[src/rtl/csr_reg.sv]
// Machine-mode CSR file for the RV32I core: software CSR writes from writeback,
// combinational CSR reads, 64-bit cycle/instret counters, trap-entry/mret state and interrupt pending.
module csr_reg #(
  parameter logic [31:0] HART_ID  = 32'd0,
  parameter logic [31:0] MISA_VAL = 32'h40000100
) (
  input  logic        clk,
  input  logic        rst,
  input  logic        we_i,
  input  logic [11:0] waddr_i,
  input  logic [31:0] wdata_i,
  input  logic [11:0] raddr_i,
  output logic [31:0] rdata_o,
  input  logic        instret_i,
  input  logic        exc_i,
  input  logic [31:0] exc_cause_i,
  input  logic [31:0] exc_pc_i,
  input  logic [31:0] exc_tval_i,
  input  logic        mret_i,
  input  logic        ext_irq_i,
  input  logic        tmr_irq_i,
  output logic [31:0] mtvec_o,
  output logic [31:0] mepc_o,
  output logic        irq_pend_o
);

  localparam logic [11:0] A_MSTATUS   = 12'h300;
  localparam logic [11:0] A_MISA      = 12'h301;
  localparam logic [11:0] A_MIE       = 12'h304;
  localparam logic [11:0] A_MTVEC     = 12'h305;
  localparam logic [11:0] A_MSCRATCH  = 12'h340;
  localparam logic [11:0] A_MEPC      = 12'h341;
  localparam logic [11:0] A_MCAUSE    = 12'h342;
  localparam logic [11:0] A_MTVAL     = 12'h343;
  localparam logic [11:0] A_MIP       = 12'h344;
  localparam logic [11:0] A_MCYCLE    = 12'hB00;
  localparam logic [11:0] A_MINSTRET  = 12'hB02;
  localparam logic [11:0] A_MCYCLEH   = 12'hB80;
  localparam logic [11:0] A_MINSTRETH = 12'hB82;
  localparam logic [11:0] A_CYCLE     = 12'hC00;
  localparam logic [11:0] A_INSTRET   = 12'hC02;
  localparam logic [11:0] A_CYCLEH    = 12'hC80;
  localparam logic [11:0] A_INSTRETH  = 12'hC82;
  localparam logic [11:0] A_MHARTID   = 12'hF14;

  logic        r_mstatus_mie;
  logic        r_mstatus_mpie;
  logic        r_msie;
  logic        r_mtie;
  logic        r_meie;
  logic [31:0] r_mtvec;
  logic [31:0] r_mscratch;
  logic [31:0] r_mepc;
  logic [31:0] r_mcause;
  logic [31:0] r_mtval;
  logic [63:0] r_mcycle;
  logic [63:0] r_minstret;

  logic [63:0] w_mcycle_nxt;
  logic [63:0] w_minstret_nxt;
  logic [31:0] w_rdata_reg;
  logic        w_bypass;
  logic        w_sw_mstatus;
  logic        w_sw_trapregs;

  function automatic logic f_writable(input logic [11:0] addr);
    case (addr)
      A_MSTATUS, A_MIE, A_MTVEC, A_MSCRATCH, A_MEPC, A_MCAUSE, A_MTVAL,
      A_MCYCLE, A_MCYCLEH, A_MINSTRET, A_MINSTRETH: f_writable = 1'b1;
      default:                                      f_writable = 1'b0;
    endcase
  endfunction

  // Value a write would present on readback once WARL fields are applied.
  function automatic logic [31:0] f_wmask(input logic [11:0] addr, input logic [31:0] data);
    case (addr)
      A_MSTATUS:      f_wmask = (data & 32'h0000_0088) | 32'h0000_1800;
      A_MIE:          f_wmask = data & 32'h0000_0888;
      A_MTVEC, A_MEPC: f_wmask = {data[31:2], 2'b00};
      default:        f_wmask = data;
    endcase
  endfunction

  assign w_sw_mstatus  = we_i && (waddr_i == A_MSTATUS) && !exc_i && !mret_i;
  assign w_sw_trapregs = we_i && !exc_i;

  // A high-word write drops the low-word carry; a low-word write freezes the count.
  always_comb begin
    w_mcycle_nxt   = r_mcycle + 64'd1;
    w_minstret_nxt = r_minstret + {63'd0, instret_i};
    if (we_i && waddr_i == A_MCYCLE)
      w_mcycle_nxt = {r_mcycle[63:32], wdata_i};
    else if (we_i && waddr_i == A_MCYCLEH)
      w_mcycle_nxt = {wdata_i, r_mcycle[31:0] + 32'd1};
    if (we_i && waddr_i == A_MINSTRET)
      w_minstret_nxt = {r_minstret[63:32], wdata_i};
    else if (we_i && waddr_i == A_MINSTRETH)
      w_minstret_nxt = {wdata_i, r_minstret[31:0] + {31'd0, instret_i}};
  end

  always_ff @(posedge clk or posedge rst) begin
    if (rst) begin
      r_mstatus_mie  <= 1'b0;
      r_mstatus_mpie <= 1'b0;
      r_msie         <= 1'b0;
      r_mtie         <= 1'b0;
      r_meie         <= 1'b0;
      r_mtvec        <= 32'd0;
      r_mscratch     <= 32'd0;
      r_mepc         <= 32'd0;
      r_mcause       <= 32'd0;
      r_mtval        <= 32'd0;
      r_mcycle       <= 64'd0;
      r_minstret     <= 64'd0;
    end else begin
      r_mcycle   <= w_mcycle_nxt;
      r_minstret <= w_minstret_nxt;
      if (we_i && waddr_i == A_MIE) begin
        r_msie <= wdata_i[3];
        r_mtie <= wdata_i[7];
        r_meie <= wdata_i[11];
      end
      if (we_i && waddr_i == A_MTVEC)    r_mtvec    <= {wdata_i[31:2], 2'b00};
      if (we_i && waddr_i == A_MSCRATCH) r_mscratch <= wdata_i;
      if (exc_i) begin
        r_mepc         <= {exc_pc_i[31:2], 2'b00};
        r_mcause       <= exc_cause_i;
        r_mtval        <= exc_tval_i;
        r_mstatus_mpie <= r_mstatus_mie;
        r_mstatus_mie  <= 1'b0;
      end else begin
        if (mret_i) begin
          r_mstatus_mie  <= r_mstatus_mpie;
          r_mstatus_mpie <= 1'b1;
        end else if (w_sw_mstatus) begin
          r_mstatus_mie  <= wdata_i[3];
          r_mstatus_mpie <= wdata_i[7];
        end
        if (w_sw_trapregs && waddr_i == A_MEPC)   r_mepc   <= {wdata_i[31:2], 2'b00};
        if (w_sw_trapregs && waddr_i == A_MCAUSE) r_mcause <= wdata_i;
        if (w_sw_trapregs && waddr_i == A_MTVAL)  r_mtval  <= wdata_i;
      end
    end
  end

  always_comb begin
    w_rdata_reg = 32'd0;
    case (raddr_i)
      A_MSTATUS:              w_rdata_reg = {19'd0, 2'b11, 3'd0, r_mstatus_mpie, 3'd0, r_mstatus_mie, 3'd0};
      A_MISA:                 w_rdata_reg = MISA_VAL;
      A_MIE:                  w_rdata_reg = {20'd0, r_meie, 3'd0, r_mtie, 3'd0, r_msie, 3'd0};
      A_MTVEC:                w_rdata_reg = r_mtvec;
      A_MSCRATCH:             w_rdata_reg = r_mscratch;
      A_MEPC:                 w_rdata_reg = r_mepc;
      A_MCAUSE:               w_rdata_reg = r_mcause;
      A_MTVAL:                w_rdata_reg = r_mtval;
      A_MIP:                  w_rdata_reg = {20'd0, ext_irq_i, 3'd0, tmr_irq_i, 7'd0};
      A_MCYCLE, A_CYCLE:      w_rdata_reg = r_mcycle[31:0];
      A_MCYCLEH, A_CYCLEH:    w_rdata_reg = r_mcycle[63:32];
      A_MINSTRET, A_INSTRET:  w_rdata_reg = r_minstret[31:0];
      A_MINSTRETH, A_INSTRETH: w_rdata_reg = r_minstret[63:32];
      A_MHARTID:              w_rdata_reg = HART_ID;
      default:                w_rdata_reg = 32'd0;
    endcase
  end

  assign w_bypass   = we_i && (waddr_i == raddr_i) && f_writable(waddr_i);
  assign rdata_o    = w_bypass ? f_wmask(waddr_i, wdata_i) : w_rdata_reg;
  assign mtvec_o    = r_mtvec;
  assign mepc_o     = r_mepc;
  assign irq_pend_o = r_mstatus_mie & ((r_meie & ext_irq_i) | (r_mtie & tmr_irq_i));

endmodule
[config.mk]
export PLATFORM = sky130hd
export DESIGN_NAME = csr_reg
export DESIGN_NICKNAME = d
export VERILOG_FILES = /design/src/rtl/csr_reg.sv
export SDC_FILE = /design/constraint.sdc
export NUM_CORES = 1
export LEC_CHECK = 0
export ABC_CLOCK_PERIOD_IN_PS = 10160
export BUFFER_PORTS_ARGS = -buffer_cell sky130_fd_sc_hd__buf_2
export CAP_MARGIN = 0
export CORE_MARGIN = 2
export CORE_UTILIZATION = 40
export DETAILED_ROUTE_END_ITERATION = 8
export SLEW_MARGIN = 20
export SYNTH_ARGS = -nofsm -noshare
export SYNTH_HDL_FRONTEND = slang
export SYNTH_SLANG_ARGS = --single-unit
[constraint.sdc]
create_clock -name clk -period 10.16 [get_ports clk]
set_input_delay 1.016 -clock clk [delete_from_list [all_inputs] [get_ports clk]]
set_output_delay 1.016 -clock clk [all_outputs]
set_load 0.03 [all_outputs]
==> reports/results.md, run 1 <==
| Quantity | Reported | Unit |
|---|---|---|
| Run status | completed | - |
| Slew of the pin with the lowest slew margin | 1.11 | ns |
| Post-synth top area cell | dfrtp_1 | - |
| Multi-input gate area | 9970 | µm² |
| Highest cell delay on the worst timing path | 0.85 | ns |
| Number of cells in the finished layout apart from fillers | 2,731 | - |
| Cell-by-cell trace of the critical path | buf_2 > nand3b_1 > or4_1 > o41a_1 > nor2_1 > inv_2 > a31oi_1 > buf_2 | - |
| Post-CTS Setup Bufs | 0 | - |
| Min Clock Period, post-route | 5.66 | ns |
| Final worst-path cycle share | 55.7 | % |
| First-pass GRT wire length | 106 | mm |
| Fraction of layout cells with a size suffix above 1 | 22.2 | % |
| Nature of the critical path endpoint | output port | - |
| Finished Core Util | 46.6 | % |
| Routability cong. | 0.939 | - |
| Fraction of registers with async set/reset | 100 | % |
| Area of the core | 44,200 | µm² |
| Syn-to-layout area delta | 14.7 | % |
| Overall die height | 216 | µm |
| Leakage power figure | 0.00865 | µW |
| Latest clock arrival within the worst-skew pair | 0.56 | ns |
| Top-level port count | 257 | - |
| Type of the worst setup path | in2out | - |
| Nets | 2,277 | - |
| Kind of cell adding the most delay to the critical path | simple AND/OR/NAND/NOR gates | - |
| Initial Utilization | 40.6 | % |
| Root buffer selected by CTS | clkbuf_16 | - |
| HPWL reported at the end of detailed placement | 50.7 | mm |
| Total cell area at the placement stage | 19,500 | µm² |
| Warning count from the yosys run | 0 | - |
| Number of setup violations in the final report | 0 | - |
| Max Cap Violations | 0 | - |
| Antenna violations before repair | 1 | - |
| Total negative slack for setup checks | 0 | ns |
| Maximum VDD drop | 0.137 | mV |
| 1st-iter DRT viols | 1,682 | - |
| Total track usage | 29.8 | % |
| Remaining routing DRC violations | 0 | - |
| Synth cell types | 76 | - |
| Worst Clk Skew | 0.0214 | ns |
| Area enclosed by the die boundary | 46,600 | µm² |
| Slowest library cell on the worst path | or4_1 | - |
| Vias in the first global route | 16,291 | - |
| Reg clk slew, reported paths | 0.05 | ns |
| Min-Delay Path Depth | 1 | - |
| Setup repair after global routing missed its margin | false | - |
| Number of buffers added by the clock tree synthesis step | 35 | - |
| Pin count of the biggest net entering global routing | 107 | - |
| FF/Latch Area | 7230 | µm² |
| Most frequently used flop master after synthesis | dfrtp_1 | - |
| Maximum number of buffers from clock root to sink | 3 | - |
| Startpoint Class | primary input | - |
| Vias per Instance | 6.17 | - |
| Clk sink count | 289 | - |
| Share of the synthesized area in the top cell type | 40.3 | % |
| Post-synthesis area per instance | 9.14 | µm² |
| Required @ worst endpoint | 9.14 | ns |
| Cell depth of the worst setup path | 8 | - |
| Total length of routed wires | 70.3 | mm |
| Worst Path Arrival | 4.65 | ns |
| Final hold violations | 0 | - |
| Syn Inst Count | 1,965 | - |
| Buf/Inv on CP | 3 | - |
| Post-route antenna net violation count | 0 | - |
| Synthesis-stage register bit count | 289 | - |
| WL/cell | 25.7 | µm |
| Clock H-tree levels | 2 | - |
| Drt pass-1 iters | 5 | - |
| Fin. max-slew vios | 0 | - |
| Worst reg2reg path depth | 7 | - |
| Cell occurring most often along the worst timing path | buf_2 | - |
| Cts-stage hold buffer count | 0 | - |
| Standard-cell row count | 77 | - |
| Post-synthesis cell area | 18,000 | µm² |
| Max transition margin | 25.0 | % |
| CTS tree | built | - |
| Count of flip-flops with a built-in enable after synthesis | 0 | - |
| Sequential element share of the synthesized area | 40.3 | % |
| Count of vias placed by the detailed router | 16,838 | - |
| Highest clock frequency the design can meet | 177 | MHz |
| Post-cts sizing count | 0 | - |
| Die width | 216 | µm |
| Ranking of synthesized cells by area | dfrtp_1 40%, mux2i_1 8.2%, mux2_2 5.5% | - |
| Type of the tightest min-delay check | reg2reg | - |
| Filler Cells Inserted | 4,300 | - |
| Grt total ovfl | 0 | - |
| Total power per unit cell area | 141 | nW/µm² |
| Port Buffer Count | 250 | - |
| Post-Layout Inst Area | 20,600 | µm² |
| Top fanout value on the critical path | 11 | - |
| Instance count after placement with tap cells included | 2,669 | - |
-- cell usage after synthesis (all sizes together) (13+ instances only) --
cell type,n
mux4,13
nor3,52
buf,50
mux2i,147
dfrtp,289
a221oi,19
or3,13
nand4,53
nor2,161
nand3,74
inv,17
xnor2,45
nand2,217
o2bb2ai,20
xor2,36
o22ai,25
and2,15
o21ai,137
nor4,27
a22oi,17
and3,31
clkbuf,117
a211oi,19
a21oi,115
mux2,90
-- through the flow --
stage | power (µW) | hold WS, ns | worst slack (ns)
after global placement | 1650 | 0.478 | 4.61
after CTS | 2910 | 0.508 | 4.55
after floorplan | 1510 | 0.457 | 1.17
after global routing | 3000 | 0.513 | 4.37
after detailed placement | 1660 | 0.495 | 4.54
final | 2900 | 0.505 | 4.50
-- cells by family after synthesis --
logic type	synth area share (%)
AOI/OAI and AO/OA	15.9
xor gates and xnor gates	3.95
adders and majority gates	0.209
buffers and inverters	4.49
DFF	40.3
muxes	15.5
other	0.0209
and+or+nand+nor	19.6
-- area by class of cell --
cell class,instances,area share (%)
Antenna cell,1,0.0122
Clock buffer,53,4.93
Clock inverter,8,0.510
Inverter,17,0.346
Multi-Input combinational cell,1495,48.4
Sequential cell,289,35.1
Tap cell,592,3.60
Timing Repair Buffer,276,7.04
-- per-layer routing --
| layer | GRT usage [%] | part of all wire, % | vias to the layer above |
|---|---|---|---|
| met5 | 0 | 0 | - |
| met1 | 41.3 | 42 | 8355 |
| met3 | 6.12 | 8.8 | 138 |
| li1 | - | - | 7477 |
| met2 | 46.4 | 46 | 868 |
| met4 | 10.1 | 3.5 | 0 |
-- path summary, 6_finish.rpt --
kind	endpoint	start	slack, ns
worst max-delay path	rdata_o[5]	waddr_i[10]	4.50
worst min-delay path	r_mscratch[10]	r_mscratch[10]	0.50
worst max register to register	r_mcycle[56]	r_mcycle[0]	6.66
worst min register to register	r_mscratch[10]	r_mscratch[10]	0.50
max in group asynchronous	mtvec_o[25]	rst	8.09
min in group asynchronous	r_mtval[6]	rst	0.58
-- report_power, final --
part           switching, µW  leakage [µW]  internal (µW)
sequential              72.6       0.00367           1220
combinational            231       0.00442            125
clock                    516      0.000549            741
total                    820       0.00865           2080
-- sequential cells by signal, summed over array words and instances (netlist names) --
name            flops
r_mcause           32
r_mstatus_mie       1
r_mstatus_mpie      1
mepc_o             30
r_msie              1
r_minstret         64
r_mscratch         32
r_mcycle           64
mtvec_o            30
r_meie              1
r_mtie              1
r_mtval            32
-- cell usage in the layout (no fill, tap or decap), types with 13 or more instances in the layout --
cell,netlist,layout
a211oi_1,19,19
nand2_1,217,217
nor2_1,159,159
o21ai_0,101,101
or3_1,13,13
o2bb2ai_1,20,20
xnor2_1,45,45
nand3_1,74,74
mux4_2,13,13
dfrtp_1,289,289
o22ai_1,24,24
mux2_2,88,88
buf_2,23,249
xor2_1,36,36
inv_1,16,15
buf_4,11,27
a21oi_1,115,115
o21ai_1,36,36
mux2i_1,147,147
a22oi_1,17,17
nor3_1,48,47
nand4_1,52,52
clkbuf_16,0,36
a221oi_1,19,19
and3_1,31,31
nor4_1,21,17
Power figures use the tool's default switching activity.
==> inputs of run 2 (changes only) <==
--- a/config.mk
+++ b/config.mk
@@ -5,7 +5,8 @@
 export SDC_FILE = /design/constraint.sdc
 export NUM_CORES = 1
 export LEC_CHECK = 0
-export ABC_CLOCK_PERIOD_IN_PS = 10160
+export ABC_AREA = 1
+export ABC_CLOCK_PERIOD_IN_PS = 5200
 export BUFFER_PORTS_ARGS = -buffer_cell sky130_fd_sc_hd__buf_2
 export CAP_MARGIN = 0
 export CORE_MARGIN = 2
==> constraint.sdc (replaced) <==
create_clock -name clk -period 5.2 [get_ports clk]
set_input_delay 0.52 -clock clk [delete_from_list [all_inputs] [get_ports clk]]
set_output_delay 0.52 -clock clk [all_outputs]
set_load 0.03 [all_outputs]
==> run 2 against run 1 <==
Core utilization decreased by 0.052 points. Setup slack worse by 3.0 ns. Critical path depth is 5 higher. Final area up 10%. First-iteration DRC count rose by 66%. Synthesized area increased by 10%. Flip-flop and latch count is the same. Total power grew 100%. Global-route usage up 5.6 points. Sequential power rose by 95%. Count of clock-buffer cells in the layout is 3 lower. Die area is 10% higher.
==> reports/results.md, run 2 <==
| Quantity | Reported | Unit | Delta |
|---|---|---|---|
| Worst reg2reg path depth | 11 | - | was 7 |
| Warning count from the yosys run | 0 | - | unchanged |
| Finished Core Util | 46.5 | % | was 46.6% |
| Nets | 3,464 | - | was 2,277 |
| Routability cong. | 0.998 | - | was 0.939 |
| Worst Path Arrival | 3.15 | ns | was 4.65 ns |
| Fin. max-slew vios | 0 | - | unchanged |
| Library cell with the highest instance count after synthesis | nand2_1 | - | was dfrtp_1 |
| Area of the core | 48,800 | µm² | was 44,200 µm² |
| Final hold violations | 0 | - | unchanged |
| Worst Clk Skew | 0.0393 | ns | was 0.0214 ns |
| Number of setup violations in the final report | 0 | - | unchanged |
| Top post-synthesis cells by count | 1,270 x nand2_1, 360 x nor2_1, 289 x dfrtp_1, 260 x nand3_1, 235 x inv_1 | - | was 289 x dfrtp_1, 217 x nand2_1, 159 x nor2_1, 147 x mux2i_1, 117 x clkbuf_1 |
| Vias in the first global route | 20,577 | - | was 16,291 |
| Port Buffer Count | 250 | - | unchanged |
| Fraction of layout cells with a size suffix above 1 | 12.5 | % | was 22.2% |
| Synth cell types | 41 | - | was 76 |
| Standard-cell row count | 81 | - | was 77 |
| Type of the worst setup path | in2out | - | unchanged |
| Net switching power | 1740 | µW | was 820 µW |
| Vias per Instance | 5.58 | - | was 6.17 |
| Instance count after placement with tap cells included | 3,926 | - | was 2,669 |
| Switching fraction of total power | 30.0 | % | was 28.2% |
| Post-synthesis area per instance | 6.38 | µm² | was 9.14 µm² |
| Crit path setup slack, layout | 1.53 | ns | was 4.50 ns |
| Number of buffers added by the clock tree synthesis step | 37 | - | was 35 |
| Clk sink count | 289 | - | unchanged |
| WL/cell | 22.9 | µm | was 25.7 µm |
| Slew of the pin with the lowest slew margin | 1.03 | ns | was 1.11 ns |
| Count of vias placed by the detailed router | 22,268 | - | was 16,838 |
| Drt pass-1 iters | 6 | - | was 5 |
| Max transition margin | 31.6 | % | was 25.0% |
| Launch point of the critical path | raddr_i[5] | - | was waddr_i[10] |
| Register-to-Register Setup Slack | 2.64 | ns | was 6.66 ns |
| Worst Setup EP | rdata_o[31] | - | was rdata_o[5] |
| Cell-by-cell trace of the critical path | buf_2 > nor2_2 > nand2_4 > nor2_2 > nand2_2 > nand2_1 > inv_1 > nand3_1 > nor2_2 > nor2_4 > nand2_1 > nand2_1 > buf_2 | - | was buf_2 > nand3b_1 > or4_1 > o41a_1 > nor2_1 > inv_2 > a31oi_1 > buf_2 |
| Origin of the critical flop-to-flop path | r_minstret[0] | - | was r_mcycle[0] |
| Min Clock Period, post-route | 3.67 | ns |  |
| Latest clock arrival within the worst-skew pair | 0.59 | ns | was 0.56 ns |
| Remaining routing DRC violations | 0 | - | unchanged |
| Antenna violations before repair | 4 | - | was 1 |
| Type of the tightest min-delay check | in2async | - | was reg2reg |
| Count of flip-flops with a built-in enable after synthesis | 0 | - | unchanged |
| Ranking of synthesized cells by area | dfrtp_1 37%, nand2_1 24%, nor2_1 6.8% | - | was dfrtp_1 40%, mux2i_1 8.2%, mux2_2 5.5% |
| Overall die height | 226 | µm | was 216 µm |
| Power share of the clock group | 44.3 | % | was 43.3% |
| Maximum VDD drop | 0.208 | mV | was 0.137 mV |
| Top-level port count | 257 | - | unchanged |
| Highest clock frequency the design can meet | 272 | MHz |  |
| Sequential element share of the synthesized area | 36.5 | % | was 40.3% |
| Initial Utilization | 40.5 | % | was 40.6% |
| Post-CTS Setup Bufs | 0 | - | unchanged |
| Startpoint Class | primary input | - | unchanged |
| Total track usage | 35.4 | % | was 29.8% |
| Maximum number of buffers from clock root to sink | 3 | - | unchanged |
| Setup WS pre-CTS | 1.56 | ns | was 4.54 ns |
| Reg2reg end | r_minstret[40] | - | was r_mcycle[56] |
| Post-synthesis cell area | 19,800 | µm² | was 18,000 µm² |
| Total length of routed wires | 91.4 | mm | was 70.3 mm |
| Top fanout value on the critical path | 30 | - | was 11 |
| Share of the synthesized area in the top cell type | 36.5 | % | was 40.3% |
| Cts-stage hold buffer count | 0 | - | unchanged |
| Root buffer selected by CTS | clkbuf_16 | - | unchanged |
| Final worst-path cycle share | 70.6 | % |  |
| 1st-iter DRT viols | 2,795 | - | was 1,682 |
| Max Cap Violations | 0 | - | unchanged |
| Setup repair after global routing missed its margin | false | - | unchanged |
| Total negative slack for setup checks | 0 | ns | unchanged |
| Combinational share of power | 12.5 | % | was 12.3% |
| Highest cell delay on the worst timing path | 0.64 | ns | was 0.85 ns |
| CTS tree | built | - | unchanged |
| Pin count of the biggest net entering global routing | 154 | - | was 107 |
| Flop pwr share | 43.3 | % | was 44.4% |
| Synthesis-stage register bit count | 289 | - | unchanged |
| First-pass GRT wire length | 134 | mm | was 106 mm |
| Number of cells in the finished layout apart from fillers | 3,990 | - | was 2,731 |
| Syn-to-layout area delta | 14.8 | % | was 14.7% |
| Leakage power figure | 0.0116 | µW | was 0.00865 µW |
| Slowest library cell on the worst path | nor2_4 | - | was or4_1 |
| HPWL reported at the end of detailed placement | 69.7 | mm | was 50.7 mm |
| Grt total ovfl | 0 | - | unchanged |
| Die width | 226 | µm | was 216 µm |
| Post-route antenna net violation count | 0 | - | unchanged |
| Total power per unit cell area | 255 | nW/µm² | was 141 nW/µm² |
| Reg clk slew, reported paths | 0.06 | ns | was 0.05 ns |
| Post-cts sizing count | 0 | - | unchanged |
| Nature of the critical path endpoint | output port | - | unchanged |
| Commonest non-fill, non-tap cells in the layout | 1,270 x nand2_1, 358 x nor2_1, 289 x dfrtp_1 | - | was 289 x dfrtp_1, 249 x buf_2, 217 x nand2_1 |
| Syn Inst Count | 3,103 | - | was 1,965 |
| Fraction of registers with async set/reset | 100 | % | unchanged |
| Most common cell after layout, fill and taps aside | nand2_1 | - | was dfrtp_1 |
| Post-synth top area cell | dfrtp_1 | - | unchanged |
| Required @ worst endpoint | 4.68 | ns | was 9.14 ns |
| Int Pwr | 4060 | µW | was 2080 µW |
| Area enclosed by the die boundary | 51,300 | µm² | was 46,600 µm² |
| Run status | completed | - | unchanged |
| Clock H-tree levels | 2 | - | unchanged |
| Most frequently used flop master after synthesis | dfrtp_1 | - | unchanged |
| Biggest registers after layout | r_mcycle x64, r_minstret x64 | - | unchanged |
==> run 2: worst max-delay path: cells and delay by family <==
| kind | cells | cell delay [ns] |
|---|---|---|
| and+or+nand+nor | 10 | 2.22 |
| buffers and inverters | 3 | 0.41 |
==> run 2: power by group through the flow <==
stage	clock network, µW	registers [µW]	logic (µW)
2_1_floorplan	0	2550	394
3_3_place_gp	0	2540	705
3_5_place_dp	0	2540	712
4_1_cts	2590	2500	716
5_1_grt	2670	2520	800
6_report	2570	2510	723
==> run 2: area by class of cell <==
type	instances	area, µm²
well taps	664	831
repair buffers	276	1470
diodes	3	7.51
clock inverters	11	131
multi-input cells	2442	11000
clock buffers	50	1040
fillers	5189	26100
inverters	255	961
flip-flops and latches	289	7230
==> run 2: stage by stage <==
| stage | power (µW) | hold slack, ns | instance area (µm²) |
|---|---|---|---|
| floorplan | 2940 | 0.445 | 19800 |
| global placement | 3240 | 0.466 | 21500 |
| detailed placement | 3250 | 0.473 | 21500 |
| CTS | 5810 | 0.147 | 22700 |
| global route | 5990 | 0.171 | 22700 |
| finish | 5800 | 0.127 | 22700 |
==> run 2: worst min-delay path by stage <==
| stage | slack (ns) | depth (start not counted) | endpoint | start |
|---|---|---|---|---|
| after global placement | 0.47 | 2 | r_mscratch[1] | r_mscratch[1] |
| after global routing | 0.17 | 3 | mepc_o[12] | exc_pc_i[12] |
| after CTS | 0.15 | 3 | mepc_o[12] | exc_pc_i[12] |
| final | 0.13 | 3 | mepc_o[5] | rst |
| after detailed placement | 0.47 | 2 | r_mscratch[31] | r_mscratch[31] |
| after floorplan | 0.45 | 2 | r_mscratch[1] | r_mscratch[1] |
==> run 2: kinds of logic after synthesis <==
group,share of synthesized area [%]
AOI/OAI and AO/OA,10.1
buffers and inverters,7.91
and+or+nand+nor,42.6
other,0.0190
adders and majority gates,0.190
DFF,36.5
xor gates and xnor gates,2.61
==> run 2: metal layers <==
metal  GRT usage [%]  share of wire (%)  up-vias  wire, µm
li1                -                  -    10261         -
met1            50.1                 43    10616     39300
met2            53.5                 43     1227     39400
met3            6.36                 10      164      9160
met4            13.8                3.9        0      3520
met5               0                  0        -         0
